`src/rtl/muldiv_unit.sv`:
```
// muldiv_unit: multi-cycle RV32M/RV64M multiply/divide unit with valid/ready issue and tag pass-through.
// Ports: clk, rst_n (async active-low), flush (sync kill of in-flight op);
//        in_valid/in_ready/in_op/in_a/in_b/in_tag request side (funct3 op encoding);
//        out_valid/out_ready/out_result/out_tag result side.
// Optional: define MULDIV_EARLY_OUT_EN to resolve divide special cases at accept (1-cycle latency).
module muldiv_unit #(
    parameter int XLEN       = 32,
    parameter int MUL_STAGES = 2,
    parameter int TAG_W      = 5
) (
    input  logic             clk,
    input  logic             rst_n,
    input  logic             flush,
    input  logic             in_valid,
    output logic             in_ready,
    input  logic [2:0]       in_op,
    input  logic [XLEN-1:0]  in_a,
    input  logic [XLEN-1:0]  in_b,
    input  logic [TAG_W-1:0] in_tag,
    output logic             out_valid,
    input  logic             out_ready,
    output logic [XLEN-1:0]  out_result,
    output logic [TAG_W-1:0] out_tag
);
    localparam logic [2:0] S_IDLE = 3'd0, S_MUL = 3'd1, S_DIV = 3'd2, S_FIX = 3'd3, S_DONE = 3'd4;
    localparam logic [XLEN-1:0] MIN = {1'b1, {(XLEN-1){1'b0}}};

    // Divide special cases; returns {hit, result}. Unsigned a<b matches the iterated result anyway.
    function automatic logic [XLEN:0] special(input logic [1:0] op, input logic [XLEN-1:0] a, input logic [XLEN-1:0] b);
        logic bz, ovf, ult;
        logic [XLEN-1:0] v;
        bz  = b == '0;
        ovf = !op[0] && a == MIN && b == '1;
        ult = op[0] && a < b;
        v   = bz ? (op[1] ? a : '1) : ovf ? (op[1] ? '0 : MIN) : (op[1] ? a : '0);
        return {bz | ovf | ult, v};
    endfunction

    logic [2:0]       st_q, st_d;
    logic [5:0]       cnt_q, cnt_d;
    logic [1:0]       op_q, op_d;
    logic [XLEN-1:0]  a_q, a_d, b_q, b_d, quo_q, quo_d, rem_q, rem_d, dvs_q, dvs_d, res_q, res_d;
    logic [TAG_W-1:0] tag_q, tag_d;
    logic             qneg_q, qneg_d, rneg_q, rneg_d;

    logic accept;
    assign in_ready   = rst_n && st_q == S_IDLE;
    assign accept     = in_valid && in_ready && !flush;
    assign out_valid  = st_q == S_DONE;
    assign out_result = res_q;
    assign out_tag    = tag_q;

    // Multiplier reads the live inputs in IDLE so a single-stage build can finish on the accept edge.
    logic [1:0]        mop;
    logic [XLEN-1:0]   ma, mb, mul_res;
    logic              sa, sb;
    logic [2*XLEN-1:0] mpa, mpb, prod;
    assign mop     = st_q == S_IDLE ? in_op[1:0] : op_q;
    assign ma      = st_q == S_IDLE ? in_a : a_q;
    assign mb      = st_q == S_IDLE ? in_b : b_q;
    assign sa      = mop[1] ^ mop[0];
    assign sb      = mop == 2'b01;
    assign mpa     = {{XLEN{sa & ma[XLEN-1]}}, ma};
    assign mpb     = {{XLEN{sb & mb[XLEN-1]}}, mb};
    assign prod    = mpa * mpb;
    assign mul_res = mop == 2'b00 ? prod[XLEN-1:0] : prod[2*XLEN-1:XLEN];

    logic            na, nb, ge;
    logic [XLEN-1:0] mag_a, mag_b, fx_res;
    logic [XLEN:0]   sh, diff, fx_sp;
    assign na     = !in_op[0] && in_a[XLEN-1];
    assign nb     = !in_op[0] && in_b[XLEN-1];
    assign mag_a  = na ? -in_a : in_a;
    assign mag_b  = nb ? -in_b : in_b;
    // Restoring step: bring down the next dividend bit, subtract if it fits.
    assign sh     = {rem_q, quo_q[XLEN-1]};
    assign diff   = sh - {1'b0, dvs_q};
    assign ge     = !diff[XLEN];
    assign fx_sp  = special(op_q, a_q, b_q);
    assign fx_res = fx_sp[XLEN] ? fx_sp[XLEN-1:0] : op_q[1] ? (rneg_q ? -rem_q : rem_q) : (qneg_q ? -quo_q : quo_q);
`ifdef MULDIV_EARLY_OUT_EN
    logic [XLEN:0] in_sp;
    assign in_sp = special(in_op[1:0], in_a, in_b);
`endif

    always_comb begin
        st_d   = st_q;
        cnt_d  = cnt_q;
        op_d   = op_q;
        a_d    = a_q;
        b_d    = b_q;
        tag_d  = tag_q;
        quo_d  = quo_q;
        rem_d  = rem_q;
        dvs_d  = dvs_q;
        qneg_d = qneg_q;
        rneg_d = rneg_q;
        res_d  = res_q;
        case (st_q)
            S_IDLE: if (accept) begin
                op_d  = in_op[1:0];
                a_d   = in_a;
                b_d   = in_b;
                tag_d = in_tag;
                if (!in_op[2]) begin
                    if (MUL_STAGES == 1) begin
                        st_d  = S_DONE;
                        res_d = mul_res;
                    end else begin
                        st_d  = S_MUL;
                        cnt_d = 6'(MUL_STAGES - 2);
                    end
                end else begin
                    st_d   = S_DIV;
                    cnt_d  = 6'(XLEN - 1);
                    quo_d  = mag_a;
                    rem_d  = '0;
                    dvs_d  = mag_b;
                    qneg_d = na ^ nb;
                    rneg_d = na;
`ifdef MULDIV_EARLY_OUT_EN
                    if (in_sp[XLEN]) begin
                        st_d  = S_DONE;
                        res_d = in_sp[XLEN-1:0];
                    end
`endif
                end
            end
            S_MUL: begin
                cnt_d = cnt_q - 6'd1;
                if (cnt_q == '0) begin
                    st_d  = S_DONE;
                    res_d = mul_res;
                end
            end
            S_DIV: begin
                cnt_d = cnt_q - 6'd1;
                quo_d = {quo_q[XLEN-2:0], ge};
                rem_d = ge ? diff[XLEN-1:0] : sh[XLEN-1:0];
                st_d  = cnt_q == '0 ? S_FIX : S_DIV;
            end
            S_FIX: begin
                st_d  = S_DONE;
                res_d = fx_res;
            end
            S_DONE: st_d = out_ready ? S_IDLE : S_DONE;
            default: st_d = S_IDLE;
        endcase
        if (flush) st_d = S_IDLE;
    end

    always_ff @(posedge clk or negedge rst_n) begin
        if (!rst_n) begin
            st_q   <= S_IDLE;
            cnt_q  <= '0;
            op_q   <= '0;
            a_q    <= '0;
            b_q    <= '0;
            tag_q  <= '0;
            quo_q  <= '0;
            rem_q  <= '0;
            dvs_q  <= '0;
            qneg_q <= 1'b0;
            rneg_q <= 1'b0;
            res_q  <= '0;
        end else begin
            st_q   <= st_d;
            cnt_q  <= cnt_d;
            op_q   <= op_d;
            a_q    <= a_d;
            b_q    <= b_d;
            tag_q  <= tag_d;
            quo_q  <= quo_d;
            rem_q  <= rem_d;
            dvs_q  <= dvs_d;
            qneg_q <= qneg_d;
            rneg_q <= rneg_d;
            res_q  <= res_d;
        end
    end
endmodule

```
`config.mk`:
```
export PLATFORM = sky130hd
export DESIGN_NAME = muldiv_unit
export DESIGN_NICKNAME = d
export VERILOG_FILES = /design/src/rtl/muldiv_unit.sv
export SDC_FILE = /design/constraint.sdc
export NUM_CORES = 2
export LEC_CHECK = 0
export BUFFER_PORTS_ARGS = -buffer_cell sky130_fd_sc_hd__buf_2
export CAP_MARGIN = 20
export CORE_MARGIN = 3
export CORE_UTILIZATION = 44
export DETAILED_ROUTE_END_ITERATION = 12
export PLACE_DENSITY = 0.61
export SLEW_MARGIN = 20
export SYNTH_ARGS = -nofsm -noshare
export SYNTH_HDL_FRONTEND = slang
export SYNTH_SLANG_ARGS = --single-unit
```
`constraint.sdc`:
```
create_clock -name clk -period 23.3 [get_ports clk]
set_input_delay 0 -clock clk [delete_from_list [all_inputs] [get_ports clk]]
set_output_delay 0 -clock clk [all_outputs]
set_load 0.01 [all_outputs]
```
After elaboration in Yosys (flattened, before gate mapping)

Cells that the tools add are included.
W data, S select, Z words.

Word-level logic and storage cells: 98
Bits in latches: 0
Input bits: 77
Register bits: 210
Memories: 0
Output and inout bits: 39
Bits in writable memories: 0
Memory bits (read-only): 0

Equal/unequal tests: 12
Divide/modulo/power cells: 0
Magnitude comparators: 1
Bitwise operators: 6
Multiply operators: 1
Shift-type cells: 0
Reductions and logical operators: 26
Multiplexer cells: 34
Add/sub/neg operators: 6

Operators with widths:

| operator               | count |
|---|---|
| $mux W32               | 20 |
| $pmux W32 S2           | 3 |
| $neg A32 Y32           | 4 |
| $eq A32 B32 Y1 const B | 2 |
| $mul A33 B33 Y64       | 1 |
| $sub A33 B32 Y33       | 1 |
| $logic_not A32 Y1      | 1 |
| $lt A32 B32 Y1         | 1 |
| $pmux W3 S5            | 1 |
| $mux W3                | 4 |
| $pmux W6 S2            | 1 |
| $logic_and A1 B1 Y1    | 8 |
| $reduce_and A2 Y1      | 4 |
| $eq A3 B2 Y1 const B   | 2 |
| $logic_not A6 Y1       | 1 |
| $mux W6                | 1 |
| $ne A2 B2 Y1 const B   | 3 |
| $ne A3 B3 Y1 const B   | 2 |
| $reduce_and A3 Y1      | 2 |
| $reduce_bool A2 Y1     | 3 |
| $sub A6 B1 Y6 const B  | 1 |
| $mux W5                | 1 |
| $logic_not A1 Y1       | 4 |
| $mux W2                | 2 |
| other kinds (10)       | 13 |

Depth between registers and ports, before layout

Depth in word-level cells: 8
Depth in mapped cells: 38
Mapped depth without buffers: 32

Worst setup path before layout

Ideal clock, no wire load.

Kind: flip-flop to flip-flop
From: register st_q[1]
To: register res_q[25] (netlist: out_result[25])
Period minus slack after synthesis: 10.092 ns
Library setup time: 0.126 ns
Stages on the path, launching flop included: 37
Required time: 23.174 ns
Arrival: 9.966 ns
Path buffers: 5
Path slack: 13.208 ns
Cell sequence: dfrtp_1 clkbuf_1 nor3_1 buf_2 clkbuf_1 buf_1 o21ai_0 ha_1 nor2_1 clkbuf_1 nand2_1 inv_1 fa_1 inv_1 fa_1 inv_1 fa_1 fa_1 inv_1 fa_1 inv_1 fa_1 inv_1 fa_1 fa_1 inv_1 ha_1 a21o_1 a21o_1 nor3_1 o21a_1 nor3_1 a221o_1 nor2_1 xnor2_1 mux2_2 a221o_1

Cells in the longest elaborated chain, start to end: 8
Elaborated cells between the ends (all ways): 18

Ends and longest elaborated chain:

| element                                       | line       | RTL |
|---|---|---|
| start: declaration                            | 39         | `logic [2:0] st_q, st_d;` |
| start signal: assignment                      | 167        | `st_q <= st_d;` |
| $logic_not A3 Y1                              | 58, 59, 60 |  |
| $mux W2                                       | 58         | `assign mop = st_q == S_IDLE ? in_op[1:0] : op_q;` |
| $eq A2 B1 Y1 or $xor A1 B1 Y1 (tied branches) | 62, 61     |  |
| $and A1 B1 Y1 (on tied branches)              | 64, 63     |  |
| $mul A33 B33 Y64                              | 65         | `assign prod = mpa * mpb;` |
| $mux W32                                      | 66         | `assign mul_res = mop == 2'b00 ? prod[XLEN-1:0] : prod[2*XLEN-1:XLEN];` |
| $mux W32                                      | 131        | `if (cnt_q == '0) begin` |
| $pmux W32 S2                                  | 99         | `case (st_q)` |
| end signal: assignment                        | 178        | `res_q <= res_d;` |
| end: declaration                              | 42         | `logic [XLEN-1:0] a_q, a_d, b_q, b_d, quo_q, quo_d, rem_q, rem_d, dvs_q, dvs_d, res_q, res_d;` |

Several ways; a longest one is shown, not always the timed one. The select of a mux whose other input is x is not followed.
A chain may end at the register's enable or synchronous reset.

Final worst setup path

Same ends and word-level chain as after synthesis.

==> flow_summary.yaml <==
sta:
  slew_violations: 0
  min_period_over_period_pct: 46.68
  holdWs_ns: 0.06010
  fin_tns_setup_ns: 0
  fin_crit_ns: 10.88
  hold_viol: 0
  tightest_slew_ns: 1.352
  finalClockSkew_ns: 0.01575
  rsz0062_at_grt: "false"
  slew_headroom_pct: 8.698
  max_freq_ghz: 0.09194
  setup_viol: 0
worst_setup_path:
  crit_required_ns: 23.74
  cp-end-kind: "flop"
  critical_path_peak_fanout: 62
  critPathKind: "flop to flop"
  crit_slowest_cell: "fa_1"
  crit_top_cell: "fa_1"
  cp-start-kind: "flop"
  crit_arrival_ns: 11.31
  slowest_delay_ns: 0.94
  worstRegToRegCells: 30
clock_network:
  cts_max_level: 1
  clk_pin_slew_ns: 0.07
  cts_max_path_buffers: 3
  clkLatencyLatePin_ns: 0.56
  cts_sinks: 210
  cts_tree: "built"
  cts_made_buffers: 24
  ctsResizeCount: 0
  cts_root_buffer: "clkbuf_16"
  ctsHoldBuffers: 78
  postCtsSetupBuffers: 0
detailed_routing:
  routed_wl_um: 189900
  first_pass_iters: 5
  route.detailed.drc: 0
  vias: 43901
  ant_nets: 0
  viasPerCell: 5.571
  drt_iter0_drc: 4124
  wl_per_cell_um: 24.10
die:
  rows: 126
  dieArea_um2: 125200
  chipHeight_um: 353.8
  fp.coreArea_um2: 119000
  num_io_pins: 116
  start_util_pct: 44.71
  die_w_um: 353.8
layout:
  final_common_cell: "inv_1"
  area_delta_synth_final_pct: 7.979
  drive_gt1_share_pct: 6.689
  layout_common_cells: "inv_1, nand2_1, fa_1"
  instances_no_fill: 7880
  nets: 7748
synth:
  synth-seq-cells: 210
  ys_types: 86
  ys.warnings.count: 0
  ys.flop_type: "dfrtp_1"
  avgSynthCellArea_um2: 8.535
  syn_nets: 7721
  synth_enable_flop_cells: 0
  mappedNetlistArea_um2: 53220
  synthArstFlopShare_pct: 100.0
  ys_seq_area_share_pct: 9.874
  synthCells: 6236
grt:
  grt_pass1_wl_um: 288900
  grt_overflow: 0
  grt_usage_pct: 30.67
  grt_start_max_net_pins: 116
  antenna_found_initial: 12
  grt_pass1_vias: 45576
hold_path:
  worstHoldPathType: "input pin to async pin"
run:
  maxCapViolCount: 0
place:
  dp_hpwl_um: 150100
  place_congestion: 1.006
  placed_cells: 7759
  port-buffer-count: 115
outcome:
  status: "finished, final reports clean"
[kinds of logic (layout without fill, tap and decap cells)]
group | Yosys count | count (layout) | share of synthesized area (%)
AOI/OAI and AO/OA | 775 | 775 | 8.980
xor gates and xnor gates | 217 | 217 | 3.585
adders and majority gates | 1408 | 1408 | 48.98
buffers and inverters | 1591 | 1634 | 11.28
DFF | 210 | 210 | 9.874
muxes | 119 | 119 | 2.332
other | 0 | 1 | 0
and+or+nand+nor | 1916 | 1916 | 14.97
[path summary, 6_finish.rpt]
path / from / slack, ns / to
setup / recovery: st_q[1] / 12.42 / out_result[25]
hold / removal: rst_n / 0.06 / quo_q[17]
setup reg to reg: st_q[1] / 12.42 / out_result[25]
hold reg to reg: dvs_q[22] / 0.48 / dvs_q[22]
max in group asynchronous: rst_n / 21.82 / rem_q[7]
min in group clk: in_tag[4] / 0.22 / out_tag[4]
[per-stage QoR]
stage	utilization, %	worst slack, ns	area [um2]
after detailed placement	46.95	12.52	55880
after global placement	46.91	12.66	55840
after global routing	48.28	11.83	57470
after CTS	48.28	12.47	57470
final	48.28	12.42	57470
after floorplan	-	13.21	53220
[cells in the mapped netlist (16+ instances only)]
cell	count	area share (%)
a21o_1	55	0.78
and3_1	17	0.20
buf_1	18	0.13
ha_1	282	6.6
o21a_1	16	0.23
and2_1	41	0.48
o211ai_1	36	0.51
mux2i_1	79	1.5
nand2_1	1190	8.4
nor4_1	35	0.41
a211oi_1	20	0.28
o31ai_1	26	0.37
nand3_1	26	0.24
nand2b_1	17	0.20
a31oi_1	27	0.32
or3_1	20	0.24
o21ai_0	256	2.4
a21oi_1	169	1.6
dfrtp_1	210	9.9
mux2_2	40	0.85
xnor2_1	130	2.1
nor3_1	37	0.35
nor2_1	436	3.1
nand4_1	29	0.34
o21ai_1	37	0.35
inv_1	1287	9.1
clkbuf_1	269	1.9
xor2_1	86	1.4
nor2b_1	17	0.20
fa_1	1126	42
[layout make-up]
class	count	area, um2
Antenna cell	1	2.502
Clock buffer	34	709.4
Clock inverter	8	92.59
Fill cell	11540	61560
Inverter	1288	4835
Multi-Input combinational cell	4435	42350
Sequential cell	210	5255
Tap cell	1600	2002
Timing Repair Buffer	304	2225
[worst max-delay path, delay by kind of cell (launching register included)]
family / cells / cell delay, ns
AO/OA/AOI/OAI: 5 / 1.29
adder cells (fa/ha/maj): 9 / 5.03
AND/OR/NAND/NOR: 8 / 1.64
flip-flops: 1 / 0.75
XOR/XNOR: 1 / 0.09
buffers and inverters: 6 / 1.68
multiplexers: 1 / 0.27
[metal layers]
metal / share of wire, % / routed length [um] / up-vias / global-route usage, %
met4: 5.8 / 10950 / 4 / 13.94
met2: 45 / 85170 / 1890 / 48.05
met3: 8.6 / 16410 / 401 / 4.616
met1: 41 / 77360 / 22561 / 42.16
li1: - / - / 19045 / -
met5: 0.015 / 29 / - / 0
[state kept, by name, summed over array words and instances, names as in the netlist]
register	count
out_tag	5
a_q	32
op_q	2
qneg_q	1
st_q	3
rneg_q	1
rem_q	32
b_q	32
quo_q	32
out_result	32
cnt_q	6
dvs_q	32
Power is left out: the tool's default activity adds up to more than one toggle a clock period on the data nets, which glitch-free logic cannot reach.
